<file path="src/rtl/laser_pkg.sv">
// Shared definitions for the clap-controlled laser path: conditioner states and
// default timing constants at the 50 MHz system clock.
package laser_pkg;

  typedef enum logic [1:0] {
    IDLE    = 2'd0,
    QUALIFY = 2'd1,
    PULSE   = 2'd2,
    LOCKOUT = 2'd3
  } clap_state_t;

  localparam int unsigned CLK_HZ = 50_000_000;

  localparam int unsigned MIN_HIGH_CYC_DEF = 500;          // 10 us
  localparam int unsigned PULSE_CYC_DEF    = 50_000;       // 1 ms
  localparam int unsigned LOCKOUT_CYC_DEF  = 2_500_000;    // 50 ms

  // Used by the clap-counting stage downstream
  localparam int unsigned CLAP_GAP_CYC     = 5_000_000;    // 100 ms
  localparam int unsigned CLAP_WINDOW_CYC  = 100_000_000;  // 2 s

  function automatic int unsigned ms_to_cyc(input int unsigned ms);
    return (CLK_HZ / 1000) * ms;
  endfunction

endpackage

</file>
<file path="src/rtl/sync_2ff.sv">
// Two-flop synchroniser for a single asynchronous input; reset value selects
// the level seen downstream while rst_n is low.
module sync_2ff #(
  parameter logic RST_VAL = 1'b0
) (
  input  logic clk,
  input  logic rst_n,
  input  logic d,
  output logic q
);

  logic meta_reg;
  logic sync_reg;

  always_ff @(posedge clk or negedge rst_n) begin
    if (!rst_n) begin
      meta_reg <= RST_VAL;
      sync_reg <= RST_VAL;
    end else begin
      meta_reg <= d;
      sync_reg <= meta_reg;
    end
  end

  assign q = sync_reg;

endmodule

</file>
<file path="src/rtl/clap_conditioner.sv">
// Turns the raw sound-sensor comparator output into one fixed-width pulse per
// clap, with glitch rejection and a chatter-extended lockout window.
module clap_conditioner
  import laser_pkg::*;
#(
  parameter int MIC_ACTIVE_HIGH = 1,
  parameter int MIN_HIGH_CYC    = 500,
  parameter int PULSE_CYC       = 50_000,
  parameter int LOCKOUT_CYC     = 2_500_000,
  parameter int CNT_W           = 27
) (
  input  logic       clk,
  input  logic       rst_n,
  input  logic       mic_raw,
  output logic       aplauso,
  output logic       busy,
  output logic [7:0] clap_count
);

  localparam logic MIC_IDLE_LVL = (MIC_ACTIVE_HIGH != 0) ? 1'b0 : 1'b1;
  localparam logic [CNT_W-1:0] MIN_LAST   = CNT_W'(MIN_HIGH_CYC - 1);
  localparam logic [CNT_W-1:0] PULSE_LAST = CNT_W'(PULSE_CYC - 1);
  localparam logic [CNT_W-1:0] LOCK_LAST  = CNT_W'(LOCKOUT_CYC - 1);

  logic             mic_sync;
  logic             act;
  clap_state_t      state_reg, state_next;
  logic [CNT_W-1:0] timer_reg, timer_next;
  logic             count_inc;
  logic             aplauso_reg;
  logic             busy_reg;
  logic [7:0]       clap_count_reg;

  sync_2ff #(
    .RST_VAL (MIC_IDLE_LVL)
  ) u_mic_sync (
    .clk   (clk),
    .rst_n (rst_n),
    .d     (mic_raw),
    .q     (mic_sync)
  );

  assign act = (MIC_ACTIVE_HIGH != 0) ? mic_sync : ~mic_sync;

  // The IDLE cycle that sees act counts as the first qualifying cycle, hence
  // the timer starts at 1 on entry to QUALIFY.
  always_comb begin
    state_next = state_reg;
    timer_next = timer_reg;
    count_inc  = 1'b0;
    case (state_reg)
      IDLE: begin
        if (act) begin
          state_next = QUALIFY;
          timer_next = CNT_W'(1);
        end
      end
      QUALIFY: begin
        if (!act) begin
          state_next = IDLE;
          timer_next = '0;
        end else if (timer_reg >= MIN_LAST) begin
          state_next = PULSE;
          timer_next = '0;
          count_inc  = 1'b1;
        end else begin
          timer_next = timer_reg + CNT_W'(1);
        end
      end
      PULSE: begin
        if (timer_reg == PULSE_LAST) begin
          state_next = LOCKOUT;
          timer_next = '0;
        end else begin
          timer_next = timer_reg + CNT_W'(1);
        end
      end
      LOCKOUT: begin
        if (act) begin
          timer_next = '0;
        end else if (timer_reg == LOCK_LAST) begin
          state_next = IDLE;
          timer_next = '0;
        end else begin
          timer_next = timer_reg + CNT_W'(1);
        end
      end
      default: begin
        state_next = IDLE;
        timer_next = '0;
      end
    endcase
  end

  // aplauso follows the PULSE state by one cycle so the whole output stays
  // registered and the pulse keeps exactly PULSE_CYC cycles of width.
  always_ff @(posedge clk or negedge rst_n) begin
    if (!rst_n) begin
      state_reg      <= IDLE;
      timer_reg      <= '0;
      aplauso_reg    <= 1'b0;
      busy_reg       <= 1'b0;
      clap_count_reg <= '0;
    end else begin
      state_reg   <= state_next;
      timer_reg   <= timer_next;
      aplauso_reg <= (state_reg == PULSE);
      busy_reg    <= (state_next != IDLE);
      if (count_inc && (clap_count_reg != 8'hFF)) begin
        clap_count_reg <= clap_count_reg + 8'd1;
      end
    end
  end

  assign aplauso    = aplauso_reg;
  assign busy       = busy_reg;
  assign clap_count = clap_count_reg;

endmodule

</file>
<file path="config.mk">
export PLATFORM = sky130hd
export DESIGN_NAME = clap_conditioner
export DESIGN_NICKNAME = d
export VERILOG_FILES = /design/src/rtl/laser_pkg.sv /design/src/rtl/sync_2ff.sv /design/src/rtl/clap_conditioner.sv
export SDC_FILE = /design/constraint.sdc
export NUM_CORES = 1
export LEC_CHECK = 0
export BUFFER_PORTS_ARGS = -buffer_cell sky130_fd_sc_hd__buf_2
export CORE_ASPECT_RATIO = 2
export CORE_UTILIZATION = 38
export CTS_CLUSTER_DIAMETER = 120
export DETAILED_ROUTE_END_ITERATION = 10
export PLACE_DENSITY = 0.53
export SLEW_MARGIN = 20
export SYNTH_ARGS = -nofsm -noshare
export SYNTH_HDL_FRONTEND = slang
export SYNTH_SLANG_ARGS = --single-unit
</file>
<file path="constraint.sdc">
create_clock -name clk -period 3.1 [get_ports clk]
set_input_delay 0 -clock clk [delete_from_list [all_inputs] [get_ports clk]]
set_output_delay 0 -clock clk [all_outputs]
set_load 0.01 [all_outputs]
</file>
==> results of run 1 <==
layout make-up:
class	count	area, um2	share of cell area [%]
inverter	2	7.507	0.2879
multi-input combinational	200	1196	45.87
clock buffer	6	138.9	5.326
sequential	41	1026	39.35
timing repair buffer	20	125.1	4.798
clock inverter	2	37.54	1.440
tap	61	76.32	2.927
power by group through the flow:
| stage | Combinational (uW) | Sequential, uW | Clock, uW |
|---|---|---|---|
| floorplan | 29.5 | 556 | 0 |
| global placement | 52.6 | 558 | 0 |
| detailed placement | 53.0 | 559 | 0 |
| CTS | 55.3 | 549 | 630 |
| global route | 60.2 | 550 | 648 |
| finish | 53.9 | 549 | 619 |
per-stage QoR:
| step | std cells | worst slack [ns] | util [%] |
|---|---|---|---|
| CTS | 332 | 0.5014 | 45.28 |
| floorplan | 252 | 0.8777 | - |
| global route | 332 | 0.3296 | 45.28 |
| global placement | 322 | 0.5403 | 41.87 |
| finish | 332 | 0.4845 | 45.28 |
| detailed placement | 322 | 0.5079 | 41.87 |
cells in the mapped netlist (all sizes together), types with 3 or more instances:
cell | instances | area share [%]
a21oi | 3 | 0.66
and3 | 7 | 2.1
xnor2 | 7 | 2.7
nand2b | 3 | 0.83
nor4 | 4 | 1.8
nand2 | 34 | 5.6
o22ai | 4 | 1.1
o21ai | 40 | 8.8
clkbuf | 5 | 0.88
nand4 | 13 | 3.6
dfrtp | 41 | 45
a31oi | 3 | 0.83
nor2 | 24 | 4.1
nor3 | 9 | 2.9
o32ai | 4 | 1.5
buf | 4 | 1.2
nand3 | 11 | 2.4
xor2 | 5 | 1.9
worst max-delay path: stages (launching register included):
cell and delay [ns]:
sky130_fd_sc_hd__dfrtp_1 0.44, sky130_fd_sc_hd__or4_4 0.57, sky130_fd_sc_hd__nor4_4 0.34, sky130_fd_sc_hd__and3_4 0.27
sky130_fd_sc_hd__a21boi_4 0.14, sky130_fd_sc_hd__nor3_4 0.37, sky130_fd_sc_hd__buf_4 0.24, sky130_fd_sc_hd__o21ai_0 0.10
cells in the final DEF (no fill, tap or decap), types with 4 or more instances in the layout:
master,synthesis,final
sky130_fd_sc_hd__dfrtp_1,41,41
sky130_fd_sc_hd__o21ai_0,38,38
sky130_fd_sc_hd__nand2_1,34,34
sky130_fd_sc_hd__nor2_1,23,23
sky130_fd_sc_hd__nand4_1,13,13
sky130_fd_sc_hd__buf_2,3,12
sky130_fd_sc_hd__nand3_1,11,11
sky130_fd_sc_hd__xnor2_1,7,7
sky130_fd_sc_hd__and3_1,6,6
sky130_fd_sc_hd__buf_4,0,6
sky130_fd_sc_hd__nor3_1,6,5
sky130_fd_sc_hd__xor2_1,5,5
sky130_fd_sc_hd__clkbuf_16,0,5
sky130_fd_sc_hd__o22ai_1,4,4
sky130_fd_sc_hd__o32ai_1,4,4
cell families (layout without fill, tap and decap cells):
group                      count (synthesis)  after routing
AOI/OAI and AO/OA                         62             62
muxes                                      2              2
adders and majority gates                  2              2
DFF                                       41             41
buffers and inverters                     11             30
and+or+nand+nor                          122            122
xor gates and xnor gates                  12             12
worst paths after layout:
check / end / cells after the start / startpoint / slack [ns]
max in group asynchronous: timer_reg[13] / 2 / rst_n / 2.13
min in group asynchronous: timer_reg[10] / 2 / rst_n / 0.39
worst min register to register: u_mic_sync.q / 0 / u_mic_sync.meta_reg / 0.35
worst max register to register: timer_reg[18] / 7 / timer_reg[20] / 0.48
worst min-delay path: u_mic_sync.q / 0 / u_mic_sync.meta_reg / 0.35
worst max-delay path: timer_reg[18] / 7 / timer_reg[20] / 0.48
routing by layer:
| layer | vias up | GRT usage (%) |
|---|---|---|
| met5 | - | 0 |
| met4 | 0 | 13.83 |
| met3 | 18 | 2.917 |
| met2 | 47 | 42.78 |
| met1 | 992 | 22.09 |
| li1 | 958 | - |
==> results.tsv, run 1 <==
stage	metric	value	unit
logic_synthesis	netlist area before placement	2271	um2
place	# port buffers	12	
routing	Met1 Routed Length	2336	um
routing	routed wire length on met2	3751	um
routing	vias per cell	6.069	
logic_synthesis	main combinational cell family by area after synthesis	simple AND/OR/NAND/NOR gates	
layout	fraction of final layout cells with drive strength greater than 1	13.65	%
pwr	sequential fraction of design power	44.9	%
layout	Net count, final	275	
routing	routed wire length on met3	136	um
routing	DRT Pass-1 Iters	4	
routing	Antenna Nets Post-Route	0	
clock_tree	cell at the root of the clock tree	sky130_fd_sc_hd__clkbuf_16	
place	dpl cell area	2411	um2
critical_path	maximum fanout encountered on the critical timing path	19	
layout	Area growth syn-to-layout	14.82	%
global_routing	Total Routing Usage GR	22.58	%
die	total die area	6308	um2
global_routing	GRT overflow	0	
critical_path	data required time at the worst endpoint	3.26	ns
timing	minimum hold slack	0.3488	ns
hold_path	type of the tightest min-delay check	reg -> reg	
pwr	part of the power in combinational logic	4.4	%
pwr	post-layout total power	1222	uW
global_routing	pin count of the biggest net entering global routing	42	
logic_synthesis	mux contribution to synthesized area	0.9366	%
logic_synthesis	Avg Cell Area, Syn	9.012	um2
pwr	P_int	958.5	uW
pwr	Clock power frac	50.7	%
logic_synthesis	synthesized instance count	252	
critical_path	crit path DAT	2.78	ns
critical_path	critical path capture point type	flop	
routing	total via count in the routed design	2015	
pwr	power density cells	468.8	nW/um2
timing	minimum period implied by the final worst setup slack	2.615	ns
die	Die Y	111.3	um
logic_synthesis	number of different library cells in the post-synthesis netlist	47	
routing	detailed router's first-iteration violation count	79	
critical_path	Setup crit start kind	flop	
global_routing	number of global-route vias before repair	2025	
clock_tree	total of hold buffers inserted after clock tree synthesis	2	
pwr	reported net switching power	263.9	uW
pwr	leakage power	0.001093	uW
logic_synthesis	number of synthesis warnings	0	
timing	Final Setup Violations	0	
place	final estimated routing congestion in global placement	0.8586	
layout	number of antenna repair diodes	0	
clock_tree	postcts setup bufs	0	
status	result of the run	completed	
routing	detailed-route DRC error count	0	
routing	topmost layer with routed signal wires	met4	
timing	slew at the pin closest to its max-slew limit	0.9261	ns
logic_synthesis	post-synthesis share of cell area spent on full adders, half adders and majority gates	1.102	%
die	core footprint	5758	um2
clock_tree	clock latency reported for the late side of the worst-skew pair	0.29	ns
logic_synthesis	xor/xnor share of the synthesized area	4.628	%
logic_synthesis	number of flip-flops and latches in the synthesized netlist	41	
clock_tree	number of buffers created by CTS	5	
global_routing	wire length of the first global-routing pass	10540	um
clock_tree	number of sinks handled by clock tree synthesis	41	
global_routing	initial antenna violation count	0	
timing	top achievable clock speed	382.3	MHz
timing	Final Max Slew Viols	0	
logic_synthesis	simple-gate share of the synthesized area	29.04	%
layout	number of flip-flops in the largest register	27	
clock_tree	count of cells resized by post-cts repair	0	
timing	part of the cycle the worst path needs	84.37	%
layout	final-layout fill cell count	580	
timing	relative slew slack	38.26	%
routing	drt wl/cell	19.62	um
clock_tree	CTS tree	built	
timing	Worst Clk Skew	0.001767	ns
logic_synthesis	number of synthesized flops with an enable pin	0	
layout	Finished Cell Area	2608	um2
die	num ports	13	
timing	setup repair after global routing missed its margin	no	
place	estimated wirelength of the detail-placed design	4784	um
critical_path	type of the worst setup path	reg -> reg	
logic_synthesis	synthesized-area fraction occupied by ao, oa, aoi and oai cells	16.75	%
timing	accumulated negative setup slack	0	ns
pwr	net switching share of the total power	21.59	%
die	starting density of the core	39.44	%
logic_synthesis	most common flop cell mapped by yosys	sky130_fd_sc_hd__dfrtp_1	
pwr	worst-case vdd ir drop	0.3727	mV
clock_tree	Clock Pin Slew Worst Setup and Hold Paths	0.06	ns
logic_synthesis	Net Count, Synth	257	
die	FP Rows	39	
clock_tree	maximum root-to-sink buffer count	2	
logic_synthesis	fraction of synthesis flops using an asynchronous set or reset pin	100.0	%
logic_synthesis	post-synthesis sequential area ratio	45.18	%
timing	hold violation count in the final report	0	
routing	overall routed net length	6515	um
run	Max-cap violations	0	
die	x dimension of the die	56.67	um
clock_tree	number of H-tree levels	2	
Power figures use the tool's default switching activity.
==> run 2: changes to the inputs <==
==> constraint.sdc (replaced) <==
create_clock -name clk -period 2.5 [get_ports clk]
set_input_delay 0 -clock clk [delete_from_list [all_inputs] [get_ports clk]]
set_output_delay 0 -clock clk [all_outputs]
set_load 0.01 [all_outputs]
==> run 2 against run 1 <==
  * Setup slack got worse by 0.37 ns
  * First-iteration DRC count decreased by 6.3%
  * Sequential share of layout area decreased by 2.0 points
  * Design area increased by 5.4%
  * Via count increased by 2.4%
  * Die area unchanged
  * Highest routed layer unchanged
==> results.tsv, run 2 (synthesized netlist as in run 1, its figures left out) <==
stage	metric	value	unit	change
status	result of the run	completed		unchanged
routing	drt wl/cell	18.62	um	was 19.62 um
routing	detailed router's first-iteration violation count	74		was 79
layout	commonest non-fill, non-tap cell in the layout	sky130_fd_sc_hd__dfrtp_1		unchanged
pwr	power density cells	552.8	nW/um2	was 468.8 nW/um2
critical_path	maximum fanout encountered on the critical timing path	11		was 19
timing	Final Setup Violations	0		unchanged
timing	accumulated negative setup slack	0	ns	unchanged
layout	Area growth syn-to-layout	20.99	%	was 14.82%
critical_path	depth of the worst register-to-register path	7		unchanged
hold_path	min-delay src	u_mic_sync.meta_reg		unchanged
die	FP Rows	39		unchanged
routing	detailed-route DRC error count	0		unchanged
hold_path	number of cells on the worst hold path	0		unchanged
critical_path	worst setup path startpoint	timer_reg[11]		was timer_reg[20]
clock_tree	maximum root-to-sink buffer count	2		unchanged
place	estimated wirelength of the detail-placed design	4832	um	was 4784 um
critical_path	data required time at the worst endpoint	2.69	ns	was 3.26 ns
clock_tree	cell at the root of the clock tree	sky130_fd_sc_hd__clkbuf_16		unchanged
critical_path	cell-by-cell trace of the critical path	or4_4, nor4_4, and3_4, a31o_4, nor2_2, buf_4, o32ai_1		was or4_4, nor4_4, and3_4, a21boi_4, nor3_4, buf_4, o21ai_0
run	Max-cap violations	0		unchanged
layout	share of the core filled with cells in the final layout	47.72	%	was 45.28%
critical_path	critical path capture point type	flop		unchanged
die	x dimension of the die	56.67	um	unchanged
clock_tree	number of H-tree levels	2		unchanged
global_routing	wire length of the first global-routing pass	10670	um	was 10540 um
die	core footprint	5758	um2	unchanged
critical_path	standard cell with the maximum stage delay on the critical path	sky130_fd_sc_hd__or4_4		unchanged
die	num ports	13		unchanged
place	# port buffers	12		unchanged
timing	hold violation count in the final report	0		unchanged
routing	Antenna Nets Post-Route	0		unchanged
layout	number of flip-flops in the largest register	27		unchanged
routing	vias per cell	5.914		was 6.069
pwr	leakage power	0.001178	uW	was 0.001093 uW
critical_path	beginning of the worst register-to-register path	timer_reg[11]		was timer_reg[20]
timing	Worst Clk Skew	0.006844	ns	was 0.001767 ns
layout	Net count, final	292		was 275
routing	total via count in the routed design	2064		was 2015
global_routing	initial antenna violation count	0		unchanged
hold_path	hold-critical path endpoint	u_mic_sync.q		unchanged
routing	overall routed net length	6500	um	was 6515 um
global_routing	number of global-route vias before repair	2143		was 2025
layout	fraction of final layout cells with drive strength greater than 1	19.79	%	was 13.65%
die	starting density of the core	39.44	%	unchanged
place	final estimated routing congestion in global placement	0.8878		was 0.8586
global_routing	GRT overflow	0		unchanged
critical_path	type of the worst setup path	reg -> reg		unchanged
critical_path	Setup crit start kind	flop		unchanged
critical_path	largest stage delay on the critical path	0.55	ns	was 0.57 ns
timing	Final Max Slew Viols	0		unchanged
clock_tree	number of sinks handled by clock tree synthesis	41		unchanged
die	total die area	6308	um2	unchanged
timing	minimum period implied by the final worst setup slack	2.388	ns	was 2.615 ns
clock_tree	Clock Pin Slew Worst Setup and Hold Paths	0.06	ns	about the same
timing	relative slew slack	38.41	%	was 38.26%
timing	part of the cycle the worst path needs	95.52	%	was 84.37%
critical_path	crit path DAT	2.58	ns	was 2.78 ns
critical_path	Critical R2R Capture	timer_reg[20]		was timer_reg[18]
layout	number of antenna repair diodes	0		unchanged
global_routing	Total Routing Usage GR	22.54	%	was 22.58%
die	Die Y	111.3	um	unchanged
critical_path	worst reg2reg setup slack	0.11	ns	was 0.48 ns
layout	commonest non-fill, non-tap cells in the layout	sky130_fd_sc_hd__dfrtp_1 (40), sky130_fd_sc_hd__o21ai_0 (38), sky130_fd_sc_hd__nand2_1 (34), sky130_fd_sc_hd__nor2_1 (23), sky130_fd_sc_hd__buf_4 (23)		was sky130_fd_sc_hd__dfrtp_1 (41), sky130_fd_sc_hd__o21ai_0 (38), sky130_fd_sc_hd__nand2_1 (34), sky130_fd_sc_hd__nor2_1 (23), sky130_fd_sc_hd__nand4_1 (13)
clock_tree	number of buffers created by CTS	5		unchanged
clock_tree	clock latency reported for the late side of the worst-skew pair	0.29	ns	about the same
clock_tree	CTS tree	built		unchanged
timing	setup repair after global routing missed its margin	no		unchanged
hold_path	type of the tightest min-delay check	reg -> reg		unchanged
pwr	worst-case vdd ir drop	0.5147	mV	was 0.3727 mV
global_routing	pin count of the biggest net entering global routing	42		unchanged
timing	slew at the pin closest to its max-slew limit	0.9238	ns	was 0.9261 ns
timing	top achievable clock speed	418.7	MHz	was 382.3 MHz
routing	DRT Pass-1 Iters	4		unchanged
[run 2: how the worst max path moves through the flow]
stage / endpoint / slack [ns] / cells after the start
finish: timer_reg[20] / 0.11 / 7
global route: timer_reg[20] / 0.007 / 7
CTS: timer_reg[5] / 0.1 / 7
detailed placement: timer_reg[5] / 0.10 / 7
global placement: clap_count[5] / 0.16 / 7
floorplan: clap_count[1] / 0.28 / 7
[run 2: cell type report]
class	instances	area, um2
Clock buffer	6	138.9
Clock inverter	2	37.54
Fill cell	599	3010
Inverter	2	7.507
Multi-Input combinational cell	200	1207
Sequential cell	41	1027
Tap cell	61	76.32
Timing Repair Buffer	37	252.7
[run 2: stage by stage]
step,std cells,hold WS (ns),power [uW],cell area (um2),setup slack (ns)
global placement,337,0.1090,765.3,2524,0.1615
detailed placement,337,0.1098,765.3,2524,0.1042
global route,349,0.3572,1566,2748,0.007240
finish,349,0.3534,1519,2748,0.1119
CTS,347,0.3577,1529,2720,0.09821
floorplan,252,-0.2956,726.1,2271,0.2777
[run 2: routing by layer]
layer / global-route usage (%) / wire (um) / vias to the layer above / share of wire (%)
met5: 0 / 0 / - / 0
met4: 14.50 / 331 / 0 / 5.1
met3: 3.967 / 197 / 20 / 3.0
met2: 41.35 / 3599 / 54 / 55
met1: 22.32 / 2372 / 997 / 36
li1: - / - / 993 / -
[run 2: critical path, delay by kind of cell (launching register included)]
family,cells,cell delay (ns)
DFF,1,0.44
buffers and inverters,1,0.19
and+or+nand+nor,4,1.17
AOI/OAI and AO/OA,2,0.47
[run 2: power by group]
| part | switching [uW] | internal, uW | total (uW) |
|---|---|---|---|
| clock network | 264 | 498 | 762 |
| registers | 7.91 | 671 | 679 |
| logic | 50.4 | 27.9 | 78.3 |
| total | 322 | 1200 | 1520 |
[run 2: timing repair]
item | 4_1_cts | 5_1_grt
buffers inserted | 0 | 2
hold buffers | 2 | 0
gates resized for setup | 0 | 3
endpoints found under the hold margin | 42 | 0
setup endpoints to repair | 0 | 1
==> run 3: changes to the inputs <==
--- a/config.mk
+++ b/config.mk
@@ -6,7 +6,7 @@
 export NUM_CORES = 1
 export LEC_CHECK = 0
 export BUFFER_PORTS_ARGS = -buffer_cell sky130_fd_sc_hd__buf_2
-export CORE_ASPECT_RATIO = 2
+export CORE_ASPECT_RATIO = 1.5
 export CORE_UTILIZATION = 38
 export CTS_CLUSTER_DIAMETER = 120
 export DETAILED_ROUTE_END_ITERATION = 10
==> run 3 against run 2 <==
  * Flip-flop and latch count did not move
  * Utilization is 1.8 points lower
  * Non-clock buffer count down 4
  * First-iteration DRC count is 9.5% higher
  * Critical endpoint unchanged
  * Highest routed layer unchanged
==> results.tsv, run 3 (synthesized netlist as in run 1, its figures left out) <==
stage	metric	value	unit	change
status	result of the run	completed		unchanged
clock_tree	CTS tree	built		unchanged
global_routing	Total Routing Usage GR	20.38	%	was 22.54%
global_routing	number of global-route vias before repair	2007		was 2143
critical_path	critical path capture point type	flop		unchanged
place	final estimated routing congestion in global placement	0.8559		was 0.8878
timing	setup repair after global routing missed its margin	no		unchanged
pwr	worst-case vdd ir drop	0.2842	mV	was 0.5147 mV
die	FP Rows	34		was 39
critical_path	standard cell with the maximum stage delay on the critical path	sky130_fd_sc_hd__or4_4		unchanged
layout	number of antenna repair diodes	0		unchanged
routing	detailed-route DRC error count	0		unchanged
timing	hold violation count in the final report	0		unchanged
clock_tree	maximum root-to-sink buffer count	2		unchanged
layout	commonest non-fill, non-tap cells in the layout	sky130_fd_sc_hd__dfrtp_1 (39), sky130_fd_sc_hd__o21ai_0 (38), sky130_fd_sc_hd__nand2_1 (34), sky130_fd_sc_hd__nor2_1 (23), sky130_fd_sc_hd__buf_4 (19)		was sky130_fd_sc_hd__dfrtp_1 (40), sky130_fd_sc_hd__o21ai_0 (38), sky130_fd_sc_hd__nand2_1 (34), sky130_fd_sc_hd__nor2_1 (23), sky130_fd_sc_hd__buf_4 (23)
layout	fraction of final layout cells with drive strength greater than 1	19.72	%	was 19.79%
clock_tree	Clock Pin Slew Worst Setup and Hold Paths	0.08	ns	was 0.06 ns
pwr	leakage power	0.001118	uW	was 0.001178 uW
clock_tree	number of H-tree levels	2		unchanged
timing	Final Max Slew Viols	0		unchanged
critical_path	largest stage delay on the critical path	0.57	ns	was 0.55 ns
timing	top achievable clock speed	419.0	MHz	was 418.7 MHz
critical_path	data required time at the worst endpoint	2.69	ns	about the same
routing	total via count in the routed design	2027		was 2064
hold_path	type of the tightest min-delay check	in -> reg		was reg -> reg
routing	Antenna Nets Post-Route	0		unchanged
timing	Worst Clk Skew	0.004422	ns	was 0.006844 ns
layout	Area growth syn-to-layout	16.97	%	was 20.99%
pwr	power density cells	445.3	nW/um2	was 552.8 nW/um2
run	Max-cap violations	0		unchanged
place	estimated wirelength of the detail-placed design	4178	um	was 4832 um
routing	drt wl/cell	16.21	um	was 18.62 um
clock_tree	number of buffers created by CTS	5		unchanged
routing	vias per cell	5.694		was 5.914
critical_path	crit path DAT	2.58	ns	about the same
global_routing	pin count of the biggest net entering global routing	42		unchanged
layout	commonest non-fill, non-tap cell in the layout	sky130_fd_sc_hd__dfrtp_1		unchanged
timing	minimum period implied by the final worst setup slack	2.386	ns	was 2.388 ns
timing	relative slew slack	35.64	%	was 38.41%
die	total die area	6296	um2	was 6308 um2
clock_tree	number of sinks handled by clock tree synthesis	41		unchanged
critical_path	maximum fanout encountered on the critical timing path	7		was 11
routing	overall routed net length	5770	um	was 6500 um
clock_tree	clock latency reported for the late side of the worst-skew pair	0.29	ns	about the same
die	num ports	13		unchanged
global_routing	wire length of the first global-routing pass	9915	um	was 10670 um
critical_path	type of the worst setup path	reg -> reg		unchanged
die	starting density of the core	39.25	%	was 39.44%
routing	DRT Pass-1 Iters	5		was 4
global_routing	GRT overflow	0		unchanged
global_routing	initial antenna violation count	0		unchanged
die	x dimension of the die	65.12	um	was 56.67 um
die	Die Y	96.68	um	was 111.3 um
layout	share of the core filled with cells in the final layout	45.91	%	was 47.72%
clock_tree	cell at the root of the clock tree	sky130_fd_sc_hd__clkbuf_8		was sky130_fd_sc_hd__clkbuf_16
timing	accumulated negative setup slack	0	ns	unchanged
timing	slew at the pin closest to its max-slew limit	0.9655	ns	was 0.9238 ns
place	# port buffers	12		unchanged
layout	number of flip-flops in the largest register	27		unchanged
routing	detailed router's first-iteration violation count	81		was 74
critical_path	cell-by-cell trace of the critical path	or4_4, nor4_4, and3_4, a31o_4, nor2_2, buf_4, o32ai_1		unchanged
timing	Final Setup Violations	0		unchanged
die	core footprint	5786	um2	was 5758 um2
critical_path	Setup crit start kind	flop		unchanged
layout	Net count, final	288		was 292
timing	part of the cycle the worst path needs	95.46	%	was 95.52%
==> run 3: path summary, 6_finish.rpt <==
kind / from / endpoint / slack [ns] / cells after the start
max: timer_reg[11] / timer_reg[20] / 0.11 / 7
min: mic_raw / u_mic_sync.meta_reg / 0.34 / 2
max reg2reg: timer_reg[11] / timer_reg[20] / 0.11 / 7
min reg2reg: u_mic_sync.meta_reg / u_mic_sync.q / 0.36 / 0
max in group asynchronous: rst_n / timer_reg[12] / 1.44 / 2
min in group asynchronous: rst_n / timer_reg[6] / 0.39 / 2
==> run 3: timing repair <==
| item | 4_1_cts | 5_1_grt |
|---|---|---|
| gates resized for setup | 0 | 6 |
| setup endpoints to repair | 0 | 15 |
| setup buffers | 0 | 2 |
| hold buffers | 2 | 0 |
| hold endpoints to repair | 42 | 0 |
==> run 3: metrics by stage <==
| step | total power (uW) | cells | hold WS (ns) | worst slack, ns | instance area (um2) |
|---|---|---|---|---|---|
| 6_report | 1183 | 356 | 0.3447 | 0.1136 | 2656 |
| 3_5_place_dp | 764.5 | 344 | 0.1097 | 0.07318 | 2507 |
| 5_1_grt | 1231 | 356 | 0.3427 | 0.01689 | 2656 |
| 4_1_cts | 1196 | 354 | 0.3327 | 0.05273 | 2614 |
| 2_1_floorplan | 726.1 | 252 | -0.2956 | 0.2777 | 2271 |
| 3_3_place_gp | 763.9 | 344 | 0.1127 | 0.09979 | 2507 |
==> run 3: critical path, delay by kind of cell (launching register included) <==
family / cells / cell delay (ns)
compound gates: 2 / 0.48
flops: 1 / 0.45
simple gates: 4 / 1.20
buf+inv: 1 / 0.17
==> run 3: layout make-up <==
cell class	count	area [um2]
fillers	581	3129
multi-input cells	200	1221
flip-flops and latches	41	1028
repair buffers	33	222.7
well taps	72	90.09
clock buffers	5	68.82
clock inverters	3	17.52
inverters	2	7.507
==> run 3: where the power goes <==
part | internal [uW] | switching (uW) | total, uW | leakage [uW]
Clock | 193 | 235 | 428 | 0.0000439
Combinational | 27.3 | 50.9 | 78.2 | 0.000516
Sequential | 669 | 7.35 | 677 | 0.000558
==> run 3: routing by layer <==
layer | up-vias | track usage [%] | share of wire [%]
met5 | - | 0 | 0
met4 | 0 | 8.528 | 2.1
met3 | 10 | 2.830 | 3.0
met2 | 42 | 35.90 | 53
met1 | 990 | 24.11 | 42
li1 | 985 | - | -
